===== src/rtl/game_pkg.sv =====
// Shared game definitions: FSM state codes, level codes, capture mask and BCD geometry.
package game_pkg;

  typedef enum logic [2:0] {
    ST_IDLE  = 3'd0,
    ST_CLEAR = 3'd1,
    ST_PLAY  = 3'd2,
    ST_DONE  = 3'd3,
    ST_WON   = 3'd4
  } state_e;

  localparam logic [2:0]  LVL_IDLE     = 3'b000;
  localparam logic [2:0]  LVL_FIRST    = 3'b001;
  localparam logic [2:0]  LVL_WON      = 3'b111;
  localparam int          POINT_COUNT  = 5;
  localparam logic [POINT_COUNT-1:0] ALL_CAPTURED = 5'b11111;
  localparam int          BCD_DIGIT_W  = 4;
  localparam int          BCD_DIGITS   = 4;
  localparam logic [15:0] BCD_MAX      = 16'h9999;

endpackage


===== src/rtl/bcd_add_sat.sv =====
// Four-digit BCD adder with decimal carry ripple; any carry out of the top digit clamps to 9999.
module bcd_add_sat
  import game_pkg::*;
(
  input  logic [15:0] a,
  input  logic [15:0] b,
  output logic [15:0] sum
);

  logic [4:0]  dsum_s;
  logic [4:0]  dadj_s;
  logic        carry_s;
  logic [15:0] raw_s;

  // Digit-serial decimal add, then saturate on overflow
  always_comb begin
    dsum_s  = 5'd0;
    dadj_s  = 5'd0;
    carry_s = 1'b0;
    raw_s   = 16'h0000;
    for (int i = 0; i < BCD_DIGITS; i++) begin
      dsum_s = {1'b0, a[i*BCD_DIGIT_W +: BCD_DIGIT_W]} + {1'b0, b[i*BCD_DIGIT_W +: BCD_DIGIT_W]}
             + {4'd0, carry_s};
      dadj_s = dsum_s + 5'd6;
      if (dsum_s > 5'd9) begin
        raw_s[i*BCD_DIGIT_W +: BCD_DIGIT_W] = dadj_s[3:0];
        carry_s = 1'b1;
      end else begin
        raw_s[i*BCD_DIGIT_W +: BCD_DIGIT_W] = dsum_s[3:0];
        carry_s = 1'b0;
      end
    end
    if (carry_s) begin
      sum = BCD_MAX;
    end else begin
      sum = raw_s;
    end
  end

endmodule


===== src/rtl/level_scorekeeper.sv =====
// Level sequencer and BCD scorekeeper sitting behind the point-capture logic.
module level_scorekeeper
  import game_pkg::*;
#(
  parameter int POINT_VALUE = 1,
  parameter int LEVEL_BONUS = 5,
  parameter int DONE_TICKS  = 120,
  parameter int LAST_LEVEL  = 3
) (
  input  logic                   clk,
  input  logic                   rst,
  input  logic                   tick,
  input  logic                   start,
  input  logic                   capture_point,
  input  logic [POINT_COUNT-1:0] captured,
  output logic [2:0]             lvl,
  output logic                   points_clr,
  output logic                   level_done,
  output logic                   game_won,
  output logic [15:0]            score
);

  localparam logic [3:0] PV_DIGIT    = 4'(POINT_VALUE);
  localparam logic [3:0] BONUS_DIGIT = 4'(LEVEL_BONUS);
  localparam logic [7:0] TICK_LAST   = 8'(DONE_TICKS - 1);
  localparam logic [2:0] LAST_LVL    = 3'(LAST_LEVEL);

  state_e      state_r;
  logic [7:0]  tick_cnt_r;
  logic        full_s;
  logic [15:0] addend_s;
  logic [15:0] sum_s;

  assign full_s = (captured == ALL_CAPTURED);

  // Point and bonus occupy separate BCD digits, so one adder covers both
  always_comb begin
    addend_s = 16'h0000;
    if (state_r == ST_PLAY) begin
      addend_s = {8'h00, (full_s ? BONUS_DIGIT : 4'h0), (capture_point ? PV_DIGIT : 4'h0)};
    end else begin
      addend_s = 16'h0000;
    end
  end

  bcd_add_sat u_add (
    .a   (score),
    .b   (addend_s),
    .sum (sum_s)
  );

  // Game FSM with registered level, score and status outputs
  always_ff @(posedge clk or posedge rst) begin
    if (rst) begin
      state_r    <= ST_IDLE;
      tick_cnt_r <= 8'd0;
      lvl        <= LVL_IDLE;
      points_clr <= 1'b0;
      level_done <= 1'b0;
      game_won   <= 1'b0;
      score      <= 16'h0000;
    end else begin
      points_clr <= 1'b0;
      case (state_r)
        ST_IDLE: begin
          if (start) begin
            state_r    <= ST_CLEAR;
            lvl        <= LVL_FIRST;
            score      <= 16'h0000;
            points_clr <= 1'b1;
          end
        end
        ST_CLEAR: begin
          state_r <= ST_PLAY;
        end
        ST_PLAY: begin
          score <= sum_s;
          if (full_s) begin
            state_r    <= ST_DONE;
            level_done <= 1'b1;
            tick_cnt_r <= 8'd0;
          end
        end
        ST_DONE: begin
          if (tick) begin
            if (tick_cnt_r == TICK_LAST) begin
              tick_cnt_r <= 8'd0;
              level_done <= 1'b0;
              if (lvl == LAST_LVL) begin
                state_r  <= ST_WON;
                lvl      <= LVL_WON;
                game_won <= 1'b1;
              end else begin
                state_r    <= ST_CLEAR;
                lvl        <= lvl + 3'd1;
                points_clr <= 1'b1;
              end
            end else begin
              tick_cnt_r <= tick_cnt_r + 8'd1;
            end
          end
        end
        ST_WON: begin
          if (start) begin
            state_r    <= ST_CLEAR;
            lvl        <= LVL_FIRST;
            score      <= 16'h0000;
            game_won   <= 1'b0;
            points_clr <= 1'b1;
          end
        end
        default: begin
          state_r    <= ST_IDLE;
          tick_cnt_r <= 8'd0;
          lvl        <= LVL_IDLE;
          level_done <= 1'b0;
          game_won   <= 1'b0;
          score      <= 16'h0000;
        end
      endcase
    end
  end

endmodule


===== config.mk =====
export PLATFORM = sky130hd
export DESIGN_NAME = level_scorekeeper
export DESIGN_NICKNAME = d
export VERILOG_FILES = /design/src/rtl/game_pkg.sv /design/src/rtl/bcd_add_sat.sv /design/src/rtl/level_scorekeeper.sv
export SDC_FILE = /design/constraint.sdc
export NUM_CORES = 1
export LEC_CHECK = 0
export ABC_AREA = 1
export CAP_MARGIN = 20
export CORE_MARGIN = 2
export CORE_UTILIZATION = 35
export DETAILED_ROUTE_END_ITERATION = 8
export DONT_BUFFER_PORTS = 1
export PLACE_DENSITY = 0.59
export RECOVER_POWER = 100
export REMOVE_ABC_BUFFERS = 1
export SLEW_MARGIN = 5
export SYNTH_ARGS = -nofsm -noshare
export SYNTH_HDL_FRONTEND = slang
export SYNTH_HIERARCHICAL = 1
export SYNTH_SLANG_ARGS = --single-unit

===== constraint.sdc =====
create_clock -name clk -period 8.75 [get_ports clk]
set_input_delay 1.3125 -clock clk [delete_from_list [all_inputs] [get_ports clk]]
set_output_delay 1.3125 -clock clk [all_outputs]
set_load 0.02 [all_outputs]

## Word-level counts from Yosys, hierarchy flattened

Cells that the tools add are included.

- Memories kept: 0
- RAM bits: 0
- Input port bits: 10
- Memory bits (read-only): 0
- Output and inout bits: 22
- Logic and storage cells: 95
- Bits in latches: 0
- Register bits: 33

- $add $sub $neg: 13
- Reductions and logical operators: 12
- Magnitude comparators: 4
- Equal/unequal tests: 13
- Bitwise gates (word level): 4
- Multipliers: 0
- Shift operators: 0
- Div/mod/pow operators: 0
- Muxes and demuxes: 42

Operators by type and width:

| kind | number |
|---|---|
| 16-bit one-hot mux with 3 select lines | 1 |
| 16-bit two-way mux | 2 |
| 3-bit two-way mux | 9 |
| 8-bit two-way mux | 3 |
| 8-bit one-hot mux with 3 select lines | 1 |
| 5-bit by 4-bit > comparator with 1-bit output, second input constant | 4 |
| 4-bit by 3-bit adder with 4-bit output, second input constant | 4 |
| 1-bit two-way mux | 16 |
| 4-bit two-way mux | 4 |
| 5-bit by 1-bit adder with 5-bit output | 3 |
| 3-bit one-hot mux with 4 select lines | 1 |
| 4-bit AND reduction | 3 |
| 4-bit by 1-bit adder with 5-bit output, second input constant | 2 |
| 2-bit != test, second input constant | 5 |
| 3-bit by 2-bit equality test with 1-bit output, second input constant | 3 |
| 3-bit one-hot mux with 3 select lines | 1 |
| 8-bit by 1-bit adder with 8-bit output, second input constant | 1 |
| 8-bit by 7-bit equality test with 1-bit output, second input constant | 1 |
| 7-bit two-way mux | 1 |
| 1-bit one-hot mux with 3 select lines | 2 |
| 2-bit OR reduction | 3 |
| 3-bit OR reduction | 2 |
| 4-bit by 3-bit adder with 5-bit output | 1 |
| 4-bit by 4-bit adder with 5-bit output | 1 |
| other kinds (11) | 14 |

## Logic depth before layout (Yosys ltp)

Gate-level depths: netlist of the first run.

- Word-level depth: 17
- Gate-level depth with buffers: 40
- Mapped depth without buffers: 39

## Cells and area by module

Netlist of the first run, hierarchy kept.

By module, submodules not included:

| module | sequential area each (µm²) | cells each | area an instance (µm²) | instances |
|---|---|---|---|---|
| level_scorekeeper | 825.8 | 230 | 1,771.7 | 1 |
| bcd_add_sat | 0.0 | 148 | 915.9 | 1 |

## Worst setup path after synthesis of the first run

Ideal clock, no wire load.

- Path type: input port to flip-flop
- Start: input port capture_point
- End: register score[9]
- Required time: 8.667 ns
- Path buffers: 1
- Stages: 39
- Setup slack: 2.220 ns
- Library setup time: 0.083 ns
- Arrival time: 6.447 ns
- Path through: inv_1 > nor2_1 > ha_1 > inv_1 > fa_1 > or2_1 > nand3_1 > nand3_1 > nand2_1 > inv_1 > fa_1 > inv_1 > fa_1 > inv_1 > nand2_1 > nand3_1 > nand2_2 > inv_1 > (+3 left out) > inv_1 > nand2_1 > nand3_2 > nand2_1 > inv_1 > fa_1 > inv_1 > fa_1 > inv_1 > nand2_1 > nand3_2 > nand2_4 > inv_4 > buf_8 > nand2_2 > nor2_2 > nand2_1 > o21ai_0

- Cells in the longest elaborated chain, start to end: 16
- Elaborated cells on any way between the ends: 18
- Those cells by class: add/sub: 5; order compare: 4; mux: 9

Ends and longest elaborated chain:

| item | line | text |
|---|---|---|
| start: declaration | level_scorekeeper.sv:14 | `input logic capture_point,` |
| 1-bit two-way mux (*) | level_scorekeeper.sv:40 | `addend_s = {8'h00, (full_s ? BONUS_DIGIT : 4'h0), (capture_point ? PV_DIGIT : 4'h0)};` |
| 7-bit two-way mux (*) | level_scorekeeper.sv:39 | `if (state_r == ST_PLAY) begin` |
| via addend_s[0] | level_scorekeeper.sv:31 | `logic [15:0] addend_s;` |
| 4-bit by 4-bit adder with 5-bit output (*) | bcd_add_sat.sv:22 | `dsum_s = {1'b0, a[i*BCD_DIGIT_W +: BCD_DIGIT_W]} + {1'b0, b[i*BCD_DIGIT_W +: BCD_DIGIT_W]}` |
| 5-bit by 4-bit > comparator with 1-bit output (*) | bcd_add_sat.sv:25 | `if (dsum_s > 5'd9) begin` |
| 1-bit two-way mux (*) | bcd_add_sat.sv:25 |  |
| 5-bit by 1-bit adder with 5-bit output (*) | bcd_add_sat.sv:23 | `+ {4'd0, carry_s};` |
| 5-bit by 4-bit > comparator with 1-bit output (*) | bcd_add_sat.sv:25 |  |
| (+2 left out) | -- |  |
| 5-bit by 4-bit > comparator with 1-bit output | bcd_add_sat.sv:25 |  |
| 1-bit two-way mux | bcd_add_sat.sv:25 |  |
| 5-bit by 1-bit adder with 5-bit output | bcd_add_sat.sv:23 |  |
| 5-bit by 4-bit > comparator with 1-bit output | bcd_add_sat.sv:25 |  |
| 1-bit two-way mux | bcd_add_sat.sv:25 |  |
| 16-bit two-way mux (*) | bcd_add_sat.sv:33 | `if (carry_s) begin` |
| via sum_s[9] | level_scorekeeper.sv:32 | `logic [15:0] sum_s;` |
| 16-bit one-hot mux with 3 select lines (*) | level_scorekeeper.sv:64 | `case (state_r)` |
| end signal: assignment | level_scorekeeper.sv:77 | `score <= sum_s;` |
| end: declaration | level_scorekeeper.sv:20 | `output logic [15:0] score` |

The timed path passes the listed nets; every way through them passes the cells marked *.
A chain may end at the register's enable or synchronous reset.

## Worst setup path in the final report of the first run

- Start: input port capture_point
- End: register score[10]

The elaborated chain is that of the path after synthesis.

==> metrics.md, run 1 <==
| Metric | Value |
|---|---|
| Number of inserted diodes | `0` |
| Placement-stage cell area | `2833 um2` |
| Status | `complete, but fails checks` |
| Post-route setup TNS | `0 ps` |
| Filler cell count | `791` |
| Fraction of final layout cells with drive strength greater than 1 | `0.06030` |
| Num ports | `32` |
| Critical setup path kind | `in2reg` |
| Standard cell with the maximum stage delay on the critical path | `clkinvlp_2` |
| Yosys top cell area share | `0.3073` |
| Site row count | `31` |
| Number of port buffers | `0` |
| Arrival @ worst endpoint | `7350 ps` |
| Violations in the final reports | `max-capacitance violations, max-slew violations` |
| GRT Residual Overflow | `0` |
| Total Routed Length | `between 5000 and 6000 um` |
| Multi-input logic area | `1546 um2` |
| Area taken by flip-flops and latches | `approximately 830 um2` |
| Pwr/cell area | `353.3 nW/um2` |
| Max cap viols | `1` |
| Setup crit start kind | `input pin` |
| Final setup skew | `~4.6 ps` |
| Non-Filler Cell Area, Final | `2850 um2` |
| Remaining max-slew budget at the tightest pin | `-0.2748` |
| Layout net count | `433` |
| Largest net degree at the start of global routing | `34` |
| Synthesized instance count | `378` |
| Clock latency reported for the late side of the worst-skew pair | `290 ps` |
| Number of antenna violations at the first check in global routing | `0` |
| CTS H-Tree Depth | `2` |
| Starting density of the core | `0.3666` |
| Cell type contributing the most total cell area after synthesis | `dfrtp_1` |
| Overall global routing resource usage | `0.1484` |
| Root buffer cell | `clkbuf_8` |
| Endpoint required time on the critical path | `slightly below 9000 ps` |
| Period minus WS final | `7207 ps` |
| Worst min-delay path class | `reg2reg` |
| Post-synth design cell area | `2688 um2` |
| Clock transition at the registers of the reported paths | `about 70 ps` |
| Largest cells by area after synthesis | `dfrtp_1 31%, nand2_1 15%, inv_1 9.4%` |
| Flops & latches, synth | `33` |
| Total via count in the routed design | `between 2k and 2.5k` |
| Sequential fraction of the synthesis area | `0.3073` |
| RD Place Congestion | `~0.86` |
| TritonCTS buffer count | `5` |
| Worst Path Max Fanout | `13` |
| Unrepaired setup endpoints after global routing | `no` |
| Warning count from the yosys run | `6` |
| Detailed router's first-iteration violation count | `86` |
| Hpwl dp | `4276 um` |
| Most used cell, CP | `inv_1` |
| Synth-to-layout area growth | `6.052%` |
| Final Slew Violations | `34` |
| Slew of the pin with the lowest slew margin | `1912 ps` |
| Count of hold-fix buffers inserted at cts | `0` |
| Die outline height | `around 90 um` |
| VDD IR max | `about 0.13 mV` |
| Placeable core area | `between 7000 and 8000 um2` |
| Die W | `91.63 um` |
| Clock tree from TritonCTS | `done` |
| Maximum count of clock buffers along a single path | `2` |
| Clock tree sinks | `33` |
| First-pass DRT Iterations | `4` |
| Leak pwr | `1.526 nW` |
| Die footprint | `about 8400 um2` |
| Maximum cell stage delay along the critical path | `approximately 480 ps` |
| Resized cells post-CTS | `0` |
| Detail-routed via count per cell | `~4.6` |
| Crit share post-route | `0.8237` |
| Antenna violation net count after detailed routing | `0` |
| Number of global-route vias before repair | `2,230` |
| Fin. Hold Viols | `0` |
| Average wire per cell in the routed design | `11.50 um` |
| # DRC | `0` |
| Endpoint kind of the worst setup timing path | `flip-flop` |
| Setup bufs post-CTS | `0` |
| Wire length of the first global-routing pass | `10,140 um` |
| Post-Synthesis Mean Instance Area | `roughly 7 um2` |
| Synth unique cells | `34` |
| Final setup violation count | `0` |
| FMAX | `0.1387 GHz` |
area by class of cell:
cell class	count	area share
clock buffer	6	0.02546
clock inverter	2	0.003512
inverter	71	0.09394
multi-input combinational	285	0.5426
sequential	33	0.2897
tap	99	0.04346
timing repair buffer	1	0.001317
worst paths after layout:
check                         startpoint             to  slack, ps  cells after the start
hold reg to reg            tick_cnt_r[7]  tick_cnt_r[7]        560                      2
max in group asynchronous            rst       score[1]       6060                      2
hold / removal             tick_cnt_r[7]  tick_cnt_r[7]        560                      2
setup reg to reg              state_r[2]      score[10]       1850                     39
min in group asynchronous            rst      score[11]       1590                      2
setup / recovery           capture_point      score[10]       1540                     38
per-layer routing:
layer | up-vias | global-route usage | share of wire
li1 | 1188 | - | -
met1 | 1064 | 0.1902 | 0.48
met2 | 24 | 0.2469 | 0.48
met3 | 5 | 0.03369 | 0.034
met4 | 0 | 0.04924 | 0.013
met5 | - | 0 | 0
sequential cells by signal, summed over array words and instances (netlist names):
| signal | count |
|---|---|
| score | 16 |
| tick_cnt_r | 8 |
| lvl | 3 |
| state_r | 3 |
| game_won | 1 |
| level_done | 1 |
| points_clr | 1 |
worst max-delay path: cells and delay by family:
| family | cells | cell delay [ps] |
|---|---|---|
| AOI/OAI and AO/OA | 1 | 80 |
| xor gates and xnor gates | 2 | 410 |
| adders and majority gates | 8 | 2490 |
| buffers and inverters | 10 | 1140 |
| and+or+nand+nor | 17 | 1930 |
Yosys cell counts, drive strengths merged:
| cell type | n |
|---|---|
| nand2 | 113 |
| inv | 71 |
| nor2 | 41 |
| nand3 | 34 |
| dfrtp | 33 |
| o21ai | 27 |
| ha | 19 |
| a21oi | 12 |
| fa | 7 |
| buf | 5 |
| nand4 | 4 |
| or2 | 3 |
| xnor2 | 3 |
| conb | 1 |
| nand3b | 1 |
| nor3 | 1 |
| o21a | 1 |
| o22ai | 1 |
| o31ai | 1 |
cells in the final DEF, fill, tap and decap left out, drive strengths merged:
master / synthesis / layout
a21oi: 12 / 12
clkbuf: 0 / 7
clkinv: 0 / 2
clkinvlp: 0 / 1
conb: 1 / 17
dfrtp: 33 / 33
fa: 7 / 7
ha: 19 / 19
inv: 71 / 70
nand2: 113 / 113
nand3: 34 / 34
nand3b: 1 / 1
nand4: 4 / 4
nor2: 41 / 41
nor3: 1 / 1
o21a: 1 / 1
o21ai: 27 / 27
o22ai: 1 / 1
o31ai: 1 / 1
or2: 3 / 3
xnor2: 3 / 3
kinds of logic (layout without fill, tap and decap cells):
| group | Yosys count | in the layout | share of synthesized area |
|---|---|---|---|
| other cells | 1 | 17 | 0.001395 |
| buf+inv | 76 | 80 | 0.1173 |
| fa+ha+maj | 26 | 26 | 0.1406 |
| flops | 33 | 33 | 0.3073 |
| xor+xnor | 3 | 3 | 0.009778 |
| compound gates | 42 | 42 | 0.09730 |
| simple gates | 197 | 197 | 0.3263 |
through the flow:
| step | total power, mW | instances | setup WS, ps | hold WS [ps] | utilization |
|---|---|---|---|---|---|
| finish | 1.007 | 497 | 1543 | 557.1 | 0.3888 |
| global route | 1.141 | 497 | 940.7 | 609.8 | 0.3888 |
| CTS | 1.069 | 497 | 2021 | 558.5 | 0.3977 |
| detailed placement | 0.9422 | 489 | 1721 | 531.7 | 0.3864 |
| global placement | 0.9320 | 489 | 1927 | 522.8 | 0.3864 |
| floorplan | 0.8111 | 389 | 2238 | 498.7 | - |
power by group:
group	internal [mW]	switching (mW)
Sequential	0.198	0.0938
Clock	0.0552	0.0612
Combinational	0.208	0.390
Note: power is estimated with default switching activity, not from simulation.
==> run 2: changes to the inputs <==
--- a/config.mk
+++ b/config.mk
@@ -11,7 +11,7 @@
 export CORE_UTILIZATION = 35
 export DETAILED_ROUTE_END_ITERATION = 8
 export DONT_BUFFER_PORTS = 1
-export PLACE_DENSITY = 0.59
+export PLACE_DENSITY = 0.61
 export RECOVER_POWER = 100
 export REMOVE_ABC_BUFFERS = 1
 export SLEW_MARGIN = 5
==> constraint.sdc (replaced) <==
create_clock -name clk -period 6.5 [get_ports clk]
set_input_delay 0.975 -clock clk [delete_from_list [all_inputs] [get_ports clk]]
set_output_delay 0.975 -clock clk [all_outputs]
set_load 0.02 [all_outputs]
==> metrics.md, run 2 (synthesis gave the netlist of run 1 again) <==
| Metric | Value |
|---|---|
| Clock tree from TritonCTS | `done` |
| Die footprint | `8396 um2 (unchanged)` |
| Clock latency reported for the late side of the worst-skew pair | `290 ps (about the same)` |
| Wire length of the first global-routing pass | `10,010 um (-1.3%)` |
| Fraction of final layout cells with drive strength greater than 1 | `0.1330 (+0.07270)` |
| Worst Path Max Fanout | `5 (-8)` |
| CTS H-Tree Depth | `2 (unchanged)` |
| Number of global-route vias before repair | `2,263 (+1.5%)` |
| Clock tree sinks | `33 (unchanged)` |
| Number of flip-flops under the largest register name | `16 (unchanged)` |
| Final Slew Violations | `34 (unchanged)` |
| Non-Filler Cell Area, Final | `3049 um2 (+7.0%)` |
| Placeable core area | `7331 um2 (unchanged)` |
| Status | `complete, but fails checks` |
| Final setup violation count | `0 (unchanged)` |
| Pwr Total | `1.563 mW (+55%)` |
| Synth-to-layout area growth | `13.45%` |
| Area taken by flip-flops and latches | `828.3 um2 (+0.30%)` |
| Filler cell count | `745 (-5.8%)` |
| Final setup slack of the worst path | `432.0 ps (-1111 ps)` |
| VDD IR max | `0.1606 mV (+22%)` |
| Total Routed Length | `5771 um (+0.94%)` |
| Clock transition at the registers of the reported paths | `70 ps (about the same)` |
| Antenna violation net count after detailed routing | `0 (unchanged)` |
| Critical setup path kind | `in2reg` |
| Worst min-delay path class | `reg2reg` |
| Detail-routed via count per cell | `4.630 (+0.88%)` |
| Largest register by flop count | `score` |
| Endpoint kind of the worst setup timing path | `flip-flop` |
| Endpoint required time on the critical path | `6650 ps (-2240 ps)` |
| Leak pwr | `1.618 nW (+6.0%)` |
| FMAX | `0.1648 GHz` |
| Count of hold-fix buffers inserted at cts | `0 (unchanged)` |
| GRT Residual Overflow | `0 (unchanged)` |
| # DRC | `0 (unchanged)` |
| Slew of the pin with the lowest slew margin | `1908 ps (-4.456 ps)` |
| TritonCTS buffer count | `5 (unchanged)` |
| Maximum count of clock buffers along a single path | `2 (unchanged)` |
| Number of port buffers | `0 (unchanged)` |
| Final setup skew | `7.737 ps (+3.158 ps)` |
| Arrival @ worst endpoint | `6220 ps (-1130 ps)` |
| RD Place Congestion | `0.8773 (+1.8%)` |
| Die outline height | `91.63 um (unchanged)` |
| Setup crit start kind | `input pin` |
| Maximum cell stage delay along the critical path | `540 ps (+60 ps)` |
| Remaining max-slew budget at the tightest pin | `-0.2719 (+0.002971)` |
| First-pass DRT Iterations | `4 (unchanged)` |
| Standard cell with the maximum stage delay on the critical path | `fa_2` |
| Multi-input logic area | `1623 um2 (+4.9%)` |
| Most common library cell in the layout ignoring fill and taps | `nand2_1` |
| Hpwl dp | `4308 um (+0.75%)` |
| Max cap viols | `1 (unchanged)` |
| Placement-stage cell area | `2863 um2 (+1.1%)` |
| Crit share post-route | `0.9335` |
| Site row count | `31 (unchanged)` |
| Biggest registers after layout | `score (16), tick_cnt_r (8)` |
| Detailed router's first-iteration violation count | `61 (-29%)` |
| Starting density of the core | `0.3666 (unchanged)` |
| Pwr/cell area | `512.6 nW/um2 (+45%)` |
| Commonest non-fill, non-tap cells in the layout | `107 x nand2_1, 66 x inv_1, 37 x nor2_1, 31 x dfrtp_1, 30 x nand3_1` |
| Overall global routing resource usage | `0.1470 (-0.001371)` |
| Total via count in the routed design | `2,338 (+2.5%)` |
| Setup Slack @ Placement | `12.51 ps (-1709 ps)` |
| Die W | `91.63 um (unchanged)` |
| Num ports | `32 (unchanged)` |
| Number of antenna violations at the first check in global routing | `0 (unchanged)` |
| Number of inserted diodes | `0 (unchanged)` |
| Most used cell, CP | `inv_1` |
| Root buffer cell | `clkbuf_8` |
| Period minus WS final | `between 6000 and 7000 ps` |
| Average wire per cell in the routed design | `11.43 um (-0.65%)` |
| Largest net degree at the start of global routing | `34 (unchanged)` |
| Violations in the final reports | `max-capacitance violations, max-slew violations` |
| Fin. Hold Viols | `0 (unchanged)` |
| Layout net count | `441 (+1.8%)` |
| Final hold slack | `551.5 ps (-5.622 ps)` |
-- run 2: final timing paths --
path                                     from       endpoint  slack, ps  cells past startpoint
worst max-delay path            capture_point       score[0]        430                     36
worst min-delay path            tick_cnt_r[0]  tick_cnt_r[0]        550                      2
worst max register to register     state_r[0]       score[0]        540                     37
worst min register to register  tick_cnt_r[0]  tick_cnt_r[0]        550                      2
max in group asynchronous                 rst     state_r[0]       4020                      2
min in group asynchronous                 rst      score[12]       1260                      2
-- run 2: timing repair --
item	CTS	global route
hold endpoints to repair	0	0
endpoints found under the setup margin	0	16
buffers inserted	0	4
resized for setup	0	15
-- run 2: through the flow --
| step | utilization | setup TNS (ps) | cells |
|---|---|---|---|
| 6_report | 0.4159 | 0 | 505 |
| 3_5_place_dp | 0.3905 | 0 | 493 |
| 5_1_grt | 0.4159 | -19.44 | 505 |
| 4_1_cts | 0.4088 | 0 | 501 |
| 2_1_floorplan | - | 0 | 389 |
| 3_3_place_gp | 0.3905 | 0 | 493 |
-- run 2: worst max-delay path: cells and delay by family --
kind | cells | cell delay (ps)
AND/OR/NAND/NOR | 16 | 1660
adder cells (fa/ha/maj) | 8 | 2770
AO/OA/AOI/OAI | 1 | 50
buffers and inverters | 11 | 740
-- run 2: area by class of cell --
cell class              count  area share
inverters                  71     0.09069
clock inverters             3     0.02134
flip-flops and latches     33      0.2716
well taps                  99     0.04062
clock buffers               5     0.02257
repair buffers              9     0.02093
multi-input cells         285      0.5322
-- run 2: where the power goes --
group	internal [mW]	total, mW	switching, mW
Sequential	0.268	0.392	0.124
Clock	0.152	0.237	0.0843
Combinational	0.357	0.934	0.578
-- run 2: layer usage --
layer	track usage	share of wire
met5	0	0
met4	0.05177	0.021
met3	0.03122	0.039
met2	0.2463	0.47
met1	0.1871	0.47
